[src/rtl/pad_host_if.sv]
// Host-side initiator for the PAD_fsm point-multiplication core: loads k word-serially,
// runs the start/finish handshake, measures latency and streams the four results back out.
module pad_host_if #(
  parameter int unsigned DATA_LEN = 256,
  parameter int unsigned BUS_W    = 32
) (
  input  logic                clk,
  input  logic                rst,
  input  logic                in_valid,
  output logic                in_ready,
  input  logic [BUS_W-1:0]    in_data,
  output logic                out_valid,
  input  logic                out_ready,
  output logic [BUS_W-1:0]    out_data,
  output logic                out_last,
  output logic                busy,
  output logic [31:0]         latency,
  output logic                pad_start,
  output logic [DATA_LEN-1:0] pad_k,
  input  logic                pad_finish,
  input  logic [DATA_LEN-1:0] pad_x3,
  input  logic [DATA_LEN-1:0] pad_z31,
  input  logic [DATA_LEN-1:0] pad_y3,
  input  logic [DATA_LEN-1:0] pad_z32
);

  localparam int unsigned NW    = DATA_LEN / BUS_W;
  localparam int unsigned NR    = 4 * NW;
  localparam int unsigned CW    = (NW > 1) ? $clog2(NW) : 1;
  localparam int unsigned IW    = $clog2(NR);
  localparam int unsigned LAT_W = 32;

  if (DATA_LEN % BUS_W != 0) begin : g_bad_width
    $error("DATA_LEN must be a multiple of BUS_W");
  end

  typedef enum logic [2:0] {LOAD, START, RUN, SEND, DRAIN} state_t;

  state_t                      state;
  logic [CW-1:0]               cnt;
  logic [IW-1:0]               idx;
  logic [IW-1:0]               idx_nxt;
  logic [LAT_W-1:0]            lat_cnt;
  logic [LAT_W-1:0]            lat_inc;
  logic [NW-1:0][BUS_W-1:0]    k_q;
  logic [NR-1:0][BUS_W-1:0]    res_q;

  assign pad_k   = k_q;
  assign idx_nxt = idx + IW'(1);
  // Saturating increment shared by the running counter and the captured latency.
  assign lat_inc = (lat_cnt == '1) ? lat_cnt : lat_cnt + LAT_W'(1);

  always_ff @(posedge clk or negedge rst) begin
    if (!rst) begin
      state     <= LOAD;
      cnt       <= '0;
      idx       <= '0;
      lat_cnt   <= '0;
      k_q       <= '0;
      res_q     <= '0;
      in_ready  <= 1'b1;
      out_valid <= 1'b0;
      out_data  <= '0;
      out_last  <= 1'b0;
      busy      <= 1'b0;
      latency   <= '0;
      pad_start <= 1'b0;
    end else begin
      case (state)
        LOAD: begin
          if (in_valid && in_ready) begin
            k_q[cnt] <= in_data;
            if (cnt == CW'(NW - 1)) begin
              cnt      <= '0;
              in_ready <= 1'b0;
              busy     <= 1'b1;
              state    <= START;
            end else begin
              cnt <= cnt + CW'(1);
            end
          end
        end
        // A finish still high from the previous job must fall before we start.
        START: begin
          if (!pad_finish) begin
            pad_start <= 1'b1;
            lat_cnt   <= '0;
            state     <= RUN;
          end
        end
        RUN: begin
          if (pad_finish) begin
            res_q     <= {pad_z32, pad_y3, pad_z31, pad_x3};
            latency   <= lat_inc;
            pad_start <= 1'b0;
            idx       <= '0;
            out_data  <= pad_x3[BUS_W-1:0];
            out_last  <= 1'b0;
            out_valid <= 1'b1;
            state     <= SEND;
          end else begin
            lat_cnt <= lat_inc;
          end
        end
        SEND: begin
          if (out_ready) begin
            if (idx == IW'(NR - 1)) begin
              out_valid <= 1'b0;
              out_last  <= 1'b0;
              state     <= DRAIN;
            end else begin
              idx      <= idx_nxt;
              out_data <= res_q[idx_nxt];
              out_last <= (idx_nxt == IW'(NR - 1));
            end
          end
        end
        DRAIN: begin
          if (!pad_finish) begin
            in_ready <= 1'b1;
            busy     <= 1'b0;
            state    <= LOAD;
          end
        end
        default: state <= LOAD;
      endcase
    end
  end

endmodule

[config.mk]
export PLATFORM = sky130hd
export DESIGN_NAME = pad_host_if
export DESIGN_NICKNAME = d
export VERILOG_FILES = /design/src/rtl/pad_host_if.sv
export SDC_FILE = /design/constraint.sdc
export NUM_CORES = 2
export LEC_CHECK = 0
export BUFFER_PORTS_ARGS = -buffer_cell sky130_fd_sc_hd__buf_2
export CAP_MARGIN = 10
export CORE_AREA = 2 2 535 537
export CTS_BUF_LIST = sky130_fd_sc_hd__clkbuf_4
export CTS_CLUSTER_DIAMETER = 40
export DETAILED_ROUTE_END_ITERATION = 7
export DIE_AREA = 0 0 537 539
export PLACE_DENSITY_LB_ADDON = 0.1
export SYNTH_ARGS = -nofsm -noshare
export SYNTH_HDL_FRONTEND = slang
export SYNTH_SLANG_ARGS = --single-unit
[constraint.sdc]
create_clock -name clk -period 6 [get_ports clk]
set_input_delay 1.8 -clock clk [delete_from_list [all_inputs] [get_ports clk]]
set_output_delay 1.8 -clock clk [all_outputs]
set_load 0.01 [all_outputs]
-- Word-level counts from Yosys, hierarchy flattened
Index checks and enable logic that the tools add are counted.
- reductions and logical operators: 15
- add/sub/neg operators: 3
- order comparisons: 3
- eq/ne operators: 17
- mux-type cells: 43
- operators by type and width (operator ; count):
    256-bit bitwise mux ; 1
    32-bit two-way mux ; 8
    32-bit binary-select mux with 5-bit select ; 1
    32-bit one-hot mux with 2 select lines ; 2
    32-bit demux with 3-bit select ; 1
    32-bit by 1-bit adder with 32-bit output (second input constant) ; 1
    32-bit == test (second input constant) ; 1
    3-bit two-way mux ; 8
    2-bit != test (second input constant) ; 9
    5-bit two-way mux ; 3
    3-bit one-hot mux with 5 select lines ; 1
    1-bit two-way mux ; 12
    4-bit AND reduction ; 3
    5-bit == test (second input constant) ; 2
    1-bit one-hot mux with 2 select lines ; 5
    5-bit one-hot mux with 2 select lines ; 1
    3-bit AND reduction ; 3
    7-bit AND reduction ; 1
    3-bit by 2-bit == test with 1-bit output (second input constant) ; 2
    3-bit == test (second input constant) ; 2
    5-bit by 6-bit less-than comparator with 1-bit output (second input constant) ; 1
    2-bit nonzero test ; 3
    5-bit by 1-bit adder with 5-bit output (second input constant) ; 1
    3-bit by 4-bit less-than comparator with 1-bit output (second input constant) ; 1
    other kinds (6) ; 8
- output and inout port bits: 325
- bits in registers: 1392
- input port bits: 1061
- word-level logic and storage cells: 132

-- Longest topological paths before layout
- depth in word-level cells: 6
- mapped depth: 13
- gate-level depth less buffers: 8

-- Least setup slack after synthesis
No wires, ideal clock.
- path type: in2reg
- start point: input pad_finish
- end point: register res_q[0] in the netlist's numbering
- required time: 5.883 ns
- setup slack: 2.667 ns
- stages: 9
- setup time: 0.117 ns
- path buffers: 5
- arrival time: 3.216 ns
- cell sequence: clkbuf_1 > nand2_1 > or2_1 > buf_2 > clkbuf_1 > clkbuf_1 > clkbuf_1 > nand2_1 > nand2_1
- word-level cells in the longest chain between the ends: 1
- RTL lines (item ; line ; source):
    from (decl) ; 20 ; input logic pad_finish,
    2-bit AND reduction (no source line) ; -- ;
    to (signal assigned) ; 93 ; res_q <= {pad_z32, pad_y3, pad_z31, pad_x3};
    to (decl) ; 46 ; logic [NR-1:0][BUS_W-1:0] res_q;
Every way passes these cells.
A chain may end at the register's enable or synchronous reset.

-- Final worst setup path
- start point: register idx[0]
- end point: register out_data[24]
- word-level cells in the longest chain between the ends: 6
- elaborated cells between the ends (all ways): 9
- classes of those cells: add/sub: 1; eq/ne: 2; mux: 5; reduce/logical: 1
- RTL lines (item ; line ; source):
    from (decl) ; 41 ; logic [IW-1:0] idx;
    from (signal assigned) ; 112 ; idx <= idx_nxt;
    5-bit by 1-bit adder with 5-bit output ; 49 ; assign idx_nxt = idx + IW'(1);
    32-bit binary-select mux with 5-bit select ; 113 ; out_data <= res_q[idx_nxt];
    32-bit two-way mux (not written as such) ; 113 ;
    32-bit two-way mux ; 107 ; if (idx == IW'(NR - 1)) begin
    32-bit two-way mux ; 106 ; if (out_ready) begin
    32-bit one-hot mux with 2 select lines ; 69 ; case (state)
    to (signal assigned) ; 97 ; out_data <= pad_x3[BUS_W-1:0];
    to (signal assigned) ; 113 ;
    to (decl) ; 14 ; output logic [BUS_W-1:0] out_data,
Parallel ways exist; a longest one is shown, timed or not. The select of a mux whose other input is x is not followed.

==> results.json <==
{
  "status": "completed",
  "numCtsBuffers": 435,
  "min_path_type": "input port to async pin",
  "startpoint_type": "flop",
  "grt_pass1_vias": 55308,
  "swShare_pct": 26.3,
  "place_congestion": 0.843,
  "grt.met2_usage_pct": 38.6,
  "max_freq_mhz": 237,
  "grt_pass1_wl_mm": 451,
  "synthFlopType": "dfrtp_1",
  "ctsHoldBuffers": 0,
  "worstPathRequired_ns": 7.19,
  "dr.pass1.iters": 5,
  "p_clk_share_pct": 48.4,
  "cts_buffer_depth": 4,
  "path_clk_slew_ns": 0.07,
  "drt_wl_total_mm": 330,
  "syn_area_sq_mm": 0.0611,
  "ys_ff_latch": 1392,
  "grt_use_met3_pct": 6.90,
  "top_usage_layer": "met2",
  "vias": 52265,
  "critPathKind": "flop to flop",
  "finalHoldViolations": 0,
  "powerDensity_mw_per_mm2": 251,
  "p_int_mw": 14.5,
  "syn_area_per_cell_sq_um": 9.99,
  "grt_max_degree": 204,
  "cap_violations": 0,
  "finalClockSkew_ns": 0.153,
  "timing.slew.headroom_pct": 24.5,
  "timing.final.crit_share_pct": 70.4,
  "drive_gt1_share_pct": 33.2,
  "rsz0062_at_grt": "no",
  "die_h_microns": 539,
  "wl_per_cell_microns": 27.9,
  "insertion_delay_ns": 1.40,
  "syn_to_final_growth_pct": 27.9,
  "ys_warn_count": 0,
  "ys_seq_area_share_pct": 57.0,
  "yosys-top-cells-count": "3,283 x nand2_1, 1,391 x dfrtp_1, 257 x mux4_2",
  "layout_min_cycle_time_ns": 4.23,
  "post-cts-setup-buffer-count": 0,
  "viasPerCell": 4.41,
  "p_seq_share_pct": 47.8,
  "instances_no_fill": 11851,
  "port_buffers": 1385,
  "grt.overflow.total": 0,
  "met1_usage_pct": 25.5,
  "root_buffer": "clkbuf_4",
  "synth_edf_count": 0,
  "syn_nets": 7183,
  "cp-end-kind": "flop",
  "dp_slack_ns": 1.68,
  "setup_ws_ns": 1.77,
  "worst_pin_slew_ns": 1.10,
  "clock-sinks": 1392,
  "p_leak_nw": 42.1,
  "core-area_sq_mm": 0.284,
  "post_synth_main_area_contributors": "dfrtp_1 57%, nand2_1 20%, mux4_2 9.5%",
  "drtIter0Drc": 2861,
  "synth_top_area_share_pct": 56.9,
  "finalSetupViolCount": 0,
  "p_sw_mw": 5.16,
  "htreeDepth": 5,
  "start_util_pct": 21.5,
  "ant_nets": 0,
  "crit_path_max_fanout": 20,
  "row_count": 196,
  "maxSlewViolCount": 0,
  "final_nets": 8735,
  "combPwrFrac_pct": 3.8,
  "tns_ns": 0,
  "numPlacedInstances": 10993,
  "track_usage_pct": 22.4,
  "cts_resized": 0,
  "synthArstFlopShare_pct": 100,
  "dieArea_sq_mm": 0.289,
  "syn_inst": 6116,
  "peakVddDrop_v": 0.000110,
  "drc": 0,
  "io_pins": 1386,
  "cts_tree": "yes",
  "yosysMostFrequentCell": "nand2_1",
  "die_x_microns": 537,
  "cp.arrival_ns": 5.42,
  "hpwl_mm": 254,
  "antenna_found_initial": 311,
  "synth_area_leader_cell": "dfrtp_1",
  "ys_types": 65,
  "r2r_cells": 8
}
[placed cells by master, fill, tap and decap left out, types with 8 or more instances in the layout]
master     count
a2111oi_0     32
a21oi_1      112
a31oi_1       21
and3_1        16
buf_12        37
buf_2       1384
buf_4         74
clkbuf_4     621
clkinv_1      86
clkinv_2      19
dfrtp_1     1390
diode_2      111
inv_6          8
mux2_1        58
mux2_2       200
mux2i_1       63
mux4_2       257
nand2_1     3283
nand3_1       20
nor2_1        60
o21ai_0       46
o21ai_1       19
o22ai_1       31
o31ai_1        9
xnor2_1       17
xor2_1        15
[metal layers]
layer  routed length (microns)  up-vias
met5                      1230        -
met4                     14100      192
met3                     25000      822
met2                    164000     1907
met1                    126000    25867
li1                          -    23477
[per-stage QoR]
step / power [mW] / instance area [sq um] / hold WS, ns / util, %
6_report: 19.6 / 78200 / 0.467 / 27.5
5_1_grt: 20.7 / 78000 / 0.334 / 27.5
4_1_cts: 20.1 / 77900 / 0.260 / 27.4
3_5_place_dp: 10.3 / 72600 / 0.457 / 25.5
3_3_place_gp: 10.3 / 72600 / 0.452 / 25.5
2_1_floorplan: 9.58 / 61100 / 0.440 / -
[power by group through the flow]
| stage | sequential [mW] | combinational, mW | clock, mW |
|---|---|---|---|
| after global routing | 9.38 | 0.826 | 10.5 |
| after CTS | 9.39 | 0.789 | 9.95 |
| after global placement | 9.56 | 0.787 | 0 |
| final | 9.39 | 0.754 | 9.50 |
| after floorplan | 9.56 | 0.0179 | 0 |
| after detailed placement | 9.56 | 0.785 | 0 |
[worst max-delay path, stage by stage (launching register included)]
cell and delay, ns:
dfrtp_4 0.77, ha_1 0.44, and3_1 0.22, ha_1 0.30, nor2_1 0.28, nand2_1 0.62, a21oi_1 1.04, a2111oi_0 0.19
a21oi_1 0.22
[path summary, 6_finish.rpt]
check	from	to	slack [ns]
setup / recovery	idx[0]	out_data[24]	1.77
hold / removal	rst	pad_k[98]	0.47
setup reg to reg	idx[0]	out_data[24]	1.77
hold reg to reg	res_q[393]	res_q[393]	0.47
max in group asynchronous	rst	res_q[37]	4.04
min in group clk	res_q[393]	res_q[393]	0.47
[logic make-up (layout without fill, tap and decap cells)]
logic type | after synthesis | count (layout) | synth area share (%)
simple gates | 3429 | 3429 | 21.6
xor+xnor | 35 | 35 | 0.501
flops | 1392 | 1392 | 57.0
fa+ha+maj | 6 | 6 | 0.123
mux | 578 | 578 | 15.3
compound gates | 292 | 292 | 2.92
other cells | 0 | 111 | 0
buf+inv | 384 | 2246 | 2.67
[cell type report]
cell class,count,area [sq um]
tap,3762,4710
sequential,1392,34800
antenna,111,278
multi-input combinational,4340,24800
timing repair buffer,1495,8220
clock inverter,126,654
fill,30929,206000
inverter,4,15.0
clock buffer,621,4660
[registers in the layout, indices dropped and copies added (netlist names)]
name       cells
pad_start      1
pad_k        256
latency       32
res_q       1024
out_data      32
busy           1
out_last       1
state          3
idx            5
cnt            3
out_valid      1
lat_cnt       32
in_ready       1
Power figures use the tool's default switching activity.
